===== src/rtl/ss_pkg.sv =====
// Shared types and sizing for the systolic result path and its collector.
package ss_pkg;

  localparam int MM_OUT_W = 40;
  localparam int DATA_W   = MM_OUT_W;
  localparam int DEPTH    = 7;
  localparam int SUM_W    = DATA_W + $clog2(DEPTH);
  // Pointer must reach DEPTH itself so a full buffer is distinguishable.
  localparam int PTR_W    = $clog2(DEPTH + 1);

  typedef enum logic [1:0] {
    IDLE    = 2'd0,
    COLLECT = 2'd1,
    DRAIN   = 2'd2
  } collector_state_e;

  function automatic logic [DATA_W-1:0] umax(input logic [DATA_W-1:0] a,
                                             input logic [DATA_W-1:0] b);
    return (a > b) ? a : b;
  endfunction

endpackage


===== src/rtl/ss_result_collector_if.sv =====
// Bundle between the multiply stage, the result collector and its consumer.
interface ss_result_collector_if;
  import ss_pkg::*;

  // Upstream side is a bare strobe (no ready): a beat exists whenever
  // in_valid is high. Downstream side is valid/ready: a beat transfers on a
  // rising edge where out_valid && out_ready; while out_valid is high and
  // out_ready low, out_value and out_last hold.
  logic                   in_valid;
  logic [DATA_W-1:0]      in_value;
  logic                   in_busy;
  logic                   out_valid;
  logic                   out_ready;
  logic [DATA_W-1:0]      out_value;
  logic                   out_last;
  logic [SUM_W-1:0]       out_sum;
  logic [DATA_W-1:0]      out_max;
  logic [PTR_W-1:0]       out_count;
  logic                   err_ovf;
  logic                   err_busy;
  collector_state_e       dbg_state;

  modport master (
    output in_valid, in_value, out_ready,
    input  in_busy, out_valid, out_value, out_last, out_sum, out_max,
           out_count, err_ovf, err_busy, dbg_state
  );

  modport slave (
    input  in_valid, in_value, out_ready,
    output in_busy, out_valid, out_value, out_last, out_sum, out_max,
           out_count, err_ovf, err_busy, dbg_state
  );

endinterface


===== src/rtl/ss_result_buf.sv =====
// Burst storage: synchronous write, combinational read, no reset on contents.
module ss_result_buf
  import ss_pkg::*;
(
  input  logic              clk,
  input  logic              we_i,
  input  logic [PTR_W-1:0]  waddr_i,
  input  logic [DATA_W-1:0] wdata_i,
  input  logic [PTR_W-1:0]  raddr_i,
  output logic [DATA_W-1:0] rdata_o
);

  logic [DATA_W-1:0] mem_q [DEPTH];

  always_ff @(posedge clk) begin
    if (we_i) mem_q[waddr_i] <= wdata_i;
  end

  assign rdata_o = mem_q[raddr_i];

endmodule


===== src/rtl/ss_result_collector.sv =====
// Captures one anti-diagonal result burst, accumulates sum and max, then
// replays it downstream with the totals attached to the last beat.
module ss_result_collector
  import ss_pkg::*;
(
  input  logic clk,
  input  logic rst,
  ss_result_collector_if.slave bus
);

  collector_state_e  state_q, state_d;
  logic [PTR_W-1:0]  wr_ptr_q, wr_ptr_d;
  logic [PTR_W-1:0]  rd_ptr_q, rd_ptr_d;
  logic [PTR_W-1:0]  count_q, count_d;
  logic [SUM_W-1:0]  sum_q, sum_d;
  logic [DATA_W-1:0] max_q, max_d;
  logic              err_ovf_q, err_ovf_d;
  logic              err_busy_q, err_busy_d;

  logic              buf_we;
  logic [PTR_W-1:0]  buf_waddr;
  logic [DATA_W-1:0] buf_rdata;
  logic              draining;
  logic              is_last;
  logic              fire;

  ss_result_buf u_buf (
    .clk     (clk),
    .we_i    (buf_we),
    .waddr_i (buf_waddr),
    .wdata_i (bus.in_value),
    .raddr_i (rd_ptr_q),
    .rdata_o (buf_rdata)
  );

  assign draining = (state_q == DRAIN);
  assign is_last  = (rd_ptr_q == (count_q - PTR_W'(1)));
  assign fire     = draining && bus.out_ready;

  always_comb begin
    state_d    = state_q;
    wr_ptr_d   = wr_ptr_q;
    rd_ptr_d   = rd_ptr_q;
    count_d    = count_q;
    sum_d      = sum_q;
    max_d      = max_q;
    err_ovf_d  = err_ovf_q;
    err_busy_d = err_busy_q;
    buf_we     = 1'b0;
    buf_waddr  = wr_ptr_q;

    case (state_q)
      IDLE: begin
        if (bus.in_valid) begin
          buf_we    = 1'b1;
          buf_waddr = '0;
          sum_d     = SUM_W'(bus.in_value);
          max_d     = bus.in_value;
          wr_ptr_d  = PTR_W'(1);
          state_d   = COLLECT;
        end
      end
      COLLECT: begin
        if (bus.in_valid) begin
          if (wr_ptr_q < PTR_W'(DEPTH)) begin
            buf_we   = 1'b1;
            sum_d    = sum_q + SUM_W'(bus.in_value);
            max_d    = umax(max_q, bus.in_value);
            wr_ptr_d = wr_ptr_q + PTR_W'(1);
          end else begin
            // Excess beats are discarded; totals describe the stored beats only.
            err_ovf_d = 1'b1;
          end
        end else begin
          count_d  = wr_ptr_q;
          rd_ptr_d = '0;
          state_d  = DRAIN;
        end
      end
      DRAIN: begin
        if (bus.in_valid) err_busy_d = 1'b1;
        if (fire) begin
          rd_ptr_d = rd_ptr_q + PTR_W'(1);
          if (is_last) state_d = IDLE;
        end
      end
      default: state_d = IDLE;
    endcase
  end

  always_ff @(posedge clk or posedge rst) begin
    if (rst) begin
      state_q    <= IDLE;
      wr_ptr_q   <= '0;
      rd_ptr_q   <= '0;
      count_q    <= '0;
      sum_q      <= '0;
      max_q      <= '0;
      err_ovf_q  <= 1'b0;
      err_busy_q <= 1'b0;
    end else begin
      state_q    <= state_d;
      wr_ptr_q   <= wr_ptr_d;
      rd_ptr_q   <= rd_ptr_d;
      count_q    <= count_d;
      sum_q      <= sum_d;
      max_q      <= max_d;
      err_ovf_q  <= err_ovf_d;
      err_busy_q <= err_busy_d;
    end
  end

  // Storage is unreset, so the data path is gated to keep outputs at 0 outside DRAIN.
  assign bus.in_busy   = draining;
  assign bus.out_valid = draining;
  assign bus.out_value = draining ? buf_rdata : '0;
  assign bus.out_last  = draining && is_last;
  assign bus.out_sum   = sum_q;
  assign bus.out_max   = max_q;
  assign bus.out_count = count_q;
  assign bus.err_ovf   = err_ovf_q;
  assign bus.err_busy  = err_busy_q;
  assign bus.dbg_state = state_q;

endmodule


===== src/flat_wrapper.sv =====
// flat-port wrapper written by rule: the top's interface ports become plain ports
module ss_result_collector_flat import ss_pkg::*;
  (clk, rst, bus_in_valid, bus_in_value, bus_out_ready, bus_in_busy, bus_out_valid, bus_out_value, bus_out_last, bus_out_sum, bus_out_max, bus_out_count, bus_err_ovf, bus_err_busy, bus_dbg_state);
  ss_result_collector_if bus_i ();
  input  logic clk;
  input  logic rst;
  input wire logic [$bits(bus_i.in_valid)-1:0] bus_in_valid;
  input wire logic [$bits(bus_i.in_value)-1:0] bus_in_value;
  input wire logic [$bits(bus_i.out_ready)-1:0] bus_out_ready;
  output wire logic [$bits(bus_i.in_busy)-1:0] bus_in_busy;
  output wire logic [$bits(bus_i.out_valid)-1:0] bus_out_valid;
  output wire logic [$bits(bus_i.out_value)-1:0] bus_out_value;
  output wire logic [$bits(bus_i.out_last)-1:0] bus_out_last;
  output wire logic [$bits(bus_i.out_sum)-1:0] bus_out_sum;
  output wire logic [$bits(bus_i.out_max)-1:0] bus_out_max;
  output wire logic [$bits(bus_i.out_count)-1:0] bus_out_count;
  output wire logic [$bits(bus_i.err_ovf)-1:0] bus_err_ovf;
  output wire logic [$bits(bus_i.err_busy)-1:0] bus_err_busy;
  output wire logic [$bits(bus_i.dbg_state)-1:0] bus_dbg_state;
  assign bus_i.in_valid = bus_in_valid;
  assign bus_i.in_value = bus_in_value;
  assign bus_i.out_ready = bus_out_ready;
  assign bus_in_busy = bus_i.in_busy;
  assign bus_out_valid = bus_i.out_valid;
  assign bus_out_value = bus_i.out_value;
  assign bus_out_last = bus_i.out_last;
  assign bus_out_sum = bus_i.out_sum;
  assign bus_out_max = bus_i.out_max;
  assign bus_out_count = bus_i.out_count;
  assign bus_err_ovf = bus_i.err_ovf;
  assign bus_err_busy = bus_i.err_busy;
  assign bus_dbg_state = bus_i.dbg_state;
  ss_result_collector u_core (.clk(clk), .rst(rst), .bus(bus_i));
endmodule

===== config.mk =====
export PLATFORM = sky130hd
export DESIGN_NAME = ss_result_collector_flat
export DESIGN_NICKNAME = d
export VERILOG_FILES = /design/src/rtl/ss_pkg.sv /design/src/rtl/ss_result_collector_if.sv /design/src/rtl/ss_result_buf.sv /design/src/rtl/ss_result_collector.sv /design/src/flat_wrapper.sv
export SDC_FILE = /design/constraint.sdc
export NUM_CORES = 1
export LEC_CHECK = 0
export BUFFER_PORTS_ARGS = -buffer_cell sky130_fd_sc_hd__buf_2
export CORE_UTILIZATION = 64
export DETAILED_ROUTE_END_ITERATION = 6
export GPL_ROUTABILITY_DRIVEN = 0
export PLACE_DENSITY = 0.84
export SYNTH_ARGS = -nofsm -noshare
export SYNTH_HDL_FRONTEND = slang
export SYNTH_SLANG_ARGS = --single-unit

===== constraint.sdc =====
create_clock -name clk -period 12.25 [get_ports clk]
set_clock_uncertainty 0.2 [all_clocks]
set_input_delay 1.225 -clock clk [delete_from_list [all_inputs] [get_ports clk]]
set_output_delay 1.225 -clock clk [all_outputs]
set_load 0.02 [all_outputs]

==> results.md <==
- Max Buffers Root-to-Sink: 3
- CP max stage cell: dfrtp_4
- Worst relative slew slack: 27.9%
- Final nets: between 1500 and 2000
- Setup bufs post-CTS: 0
- CP Class: flop to output port
- Post-route design area: roughly 20000 um^2
- Netlist Area Pre-Place: between 15000 and 20000 um^2
- Bufs and invs on worst path: 2
- CTS H-Tree Depth: 2
- Worst setup EP type: output port
- Post-synth net total: approximately 1500
- Worst EP arrival: ~3.5 ns
- DRT Wirelength: about 45000 um
- Cell family with most CP delay: buffers and inverters
- CTS Buf Count: 37
- Worst-margin pin slew: 1.08 ns
- DRC: 1
- Post-Syn Instances: roughly 1400
- Fmax achieved: between 0.2 and 0.25 GHz
- Max Cap Viol: 0
- Die X: between 150 and 200 um
- Synth Register Bits: approximately 380
- Die height: 171 um
- Multi-input gate area: between 6000 and 7000 um^2
- Period minus WS final: just under 5 ns
- CP peak stage delay: 0.88 ns
- Router iterations before antenna repair: 7
- Reg area: 10800 um^2
- Post-synth ARST share: 25.5%
- Register area share after synthesis: 59.4%
- Input/output buffers: roughly 180
- Leak: approximately 8.3 nW
- Dpl ws: 7.62 ns
- Slew Limit Fails: 0
- FP Rows: 61
- Final period utilization: between 40% and 50%
- Commonest non-fill, non-tap cells in the layout: edfxtp_1 (280), buf_2 (176), nand2_1 (111), nor2_1 (102), o21ai_0 (95)
- Synth cell types: 65
- Fraction of layout cells with a size suffix above 1: between 20% and 30%
- WP data required: roughly 11 ns
- Hold Fails Final Rpt: 0
- Num Clock Sinks: 376
- Core area: 27900 um^2
- Most common cell after layout, fill and taps aside: edfxtp_1
- Crit Path Max Fanout: 50
- Fill count: around 1700
- Grt ovf: 0
- Final setup viols: 0
- Ports: between 150 and 200
- Initial antenna violation count: 2
- Number of global-route vias before repair: 12300
- Initial core utilization: about two thirds
- Ordered cell list for the critical path: buf_4 -> mux4_2 -> mux2i_1 -> nor2_1 -> buf_2
- Post-synth EDFFs: between 200 and 300
- Mean Syn Cell Area: around 13 um^2
- Critical path startpoint category: flop
- Die ar.: 29100 um^2
- Setup WS post-layout: roughly 7.3 ns
- Status: finished, violations left
- Global-route wire length before repair: 68300 um
- Largest net degree at the start of global routing: 94
- Hold Path Class: flop to flop
- Via/cell ratio: 6.32
- Final TNS setup: 0 ns
- Final HPWL DP: ~29000 um
- CTS hold repair buffers: 0
- Share of the synthesized area in the top cell type: a little under half
- Top_reg_cell synth: edfxtp_1
- DP Area: 19400 um^2
- Clock-pin slew on the worst setup and hold paths: ~0.060 ns
- RSZ-0062 raised after global routing: false
- P&R area growth vs syn: 13.0%
- Total power divided by cell area: about 240 nW/um^2
- Yosys top cell by area: edfxtp_1
- Violated checks: DRC
- Cts repair resizes: 0
- Clock root cell: clkbuf_16
- Synth warn: 0
- Wire per inst: approximately 23 um
- Vias after detailed routing: about 13000
- Detail Route Antenna Nets: 0
- Main area contributors after synthesis: edfxtp_1 (46%), dfrtp_1 (13%), ha_1 (5.7%), mux4_2 (5.0%), mux2i_1 (4.6%)
- Total track usage: between 30% and 40%
- Max IR drop VDD: 0.174 mV
- CTS tree: yes
- Worst skew pair latency: roughly 0.52 ns
- Util after Layout: around 74%
- Initial DRC count: 1339
==> kinds of logic (layout without fill, tap and decap cells) <==
kind of cell,Yosys count,in the layout,synth area share (%)
AND/OR/NAND/NOR,326,326,7.92
AO/OA/AOI/OAI,299,299,10.2
other,0,1,0
buffers and inverters,135,317,2.86
flip-flops,376,376,59.4
adder cells (fa/ha/maj),84,84,5.82
XOR/XNOR,35,35,1.69
multiplexers,165,165,12.1
==> layer usage <==
metal	routed length, um	vias to the layer above	global-route usage (%)
met3	3610	114	4.83
li1	-	5610	-
met5	8	-	0
met1	18100	6183	43.1
met2	21600	606	51.0
met4	1640	2	12.0
==> cell type report <==
cell class,count,area share [%]
repair buffers,191,4.83
multi-input cells,909,33.7
clock buffers,46,4.67
inverters,59,1.09
flip-flops and latches,376,52.6
clock inverters,21,0.779
well taps,378,2.30
diodes,1,0.0122
==> final timing paths <==
path,start,to,slack [ns],cells past startpoint
worst max-delay path,u_core.rd_ptr_q[0],bus_out_value[39],7.33,5
worst min-delay path,u_core.bus.err_busy,u_core.bus.err_busy,0.26,1
worst max register to register,u_core.bus.out_max[1],u_core.bus.out_max[7],8.67,10
worst min register to register,u_core.bus.err_busy,u_core.bus.err_busy,0.26,1
max in group asynchronous,rst,u_core.rd_ptr_q[0],10.00,3
min in group asynchronous,rst,u_core.bus.out_sum[10],0.46,2
==> cells in the mapped netlist (3+ instances only) <==
library cell and count:
edfxtp_1 280, nand2_1 112, nor2_1 107, dfrtp_1 96, o21ai_0 95, a21oi_1 89, mux2i_1 84, ha_1 83
inv_1 58, clkbuf_1 54, mux2_2 41, mux4_2 40, a21o_1 34, xnor2_1 26, nand3_1 25, nor3_1 24
nand4_1 20, buf_1 13, o21a_1 11, a31oi_1 9, o21bai_1 9, xor2_1 9, a211oi_1 8, and3_1 8
buf_2 8, nor2b_1 8, nand2b_1 5, or3_1 5, a211o_1 4, a221oi_1 4, o22ai_1 4, a21boi_0 3
a311o_1 3, and2_1 3, nor4_1 3, o221ai_1 3
==> where the power goes <==
group / internal, mW / switching [mW]
clock: 0.602 / 0.473
combinational: 0.834 / 1.24
sequential: 1.60 / 0.227
==> per-stage QoR <==
step	hold WS [ns]	power, mW	cells
2_1_floorplan	0.360	3.29	1420
4_1_cts	0.256	4.96	1980
3_3_place_gp	0.235	3.81	1913
3_5_place_dp	0.240	3.88	1913
6_report	0.257	4.98	1981
5_1_grt	0.279	5.23	1981
==> flip-flops by register name (all words and copies together) (netlist names) <==
signal	flops
u_core.u_buf.mem_q	280
u_core.bus.out_sum	43
u_core.rd_ptr_q	3
u_core.wr_ptr_q	3
u_core.bus.err_busy	1
u_core.bus.out_max	40
u_core.bus.out_count	3
u_core.bus.err_ovf	1
u_core.bus.dbg_state	2
==> worst register-to-register path, stage by stage (launching register included) <==
cell	delay, ns
dfrtp_1	0.41
ha_1	0.31
nor2b_1	0.15
o21a_1	0.19
o21a_1	0.17
o21bai_1	0.14
a21oi_1	0.08
a211o_1	0.30
a21oi_1	0.23
o21a_2	0.85
mux2_2	0.44
(Power assumes the default switching activity.)
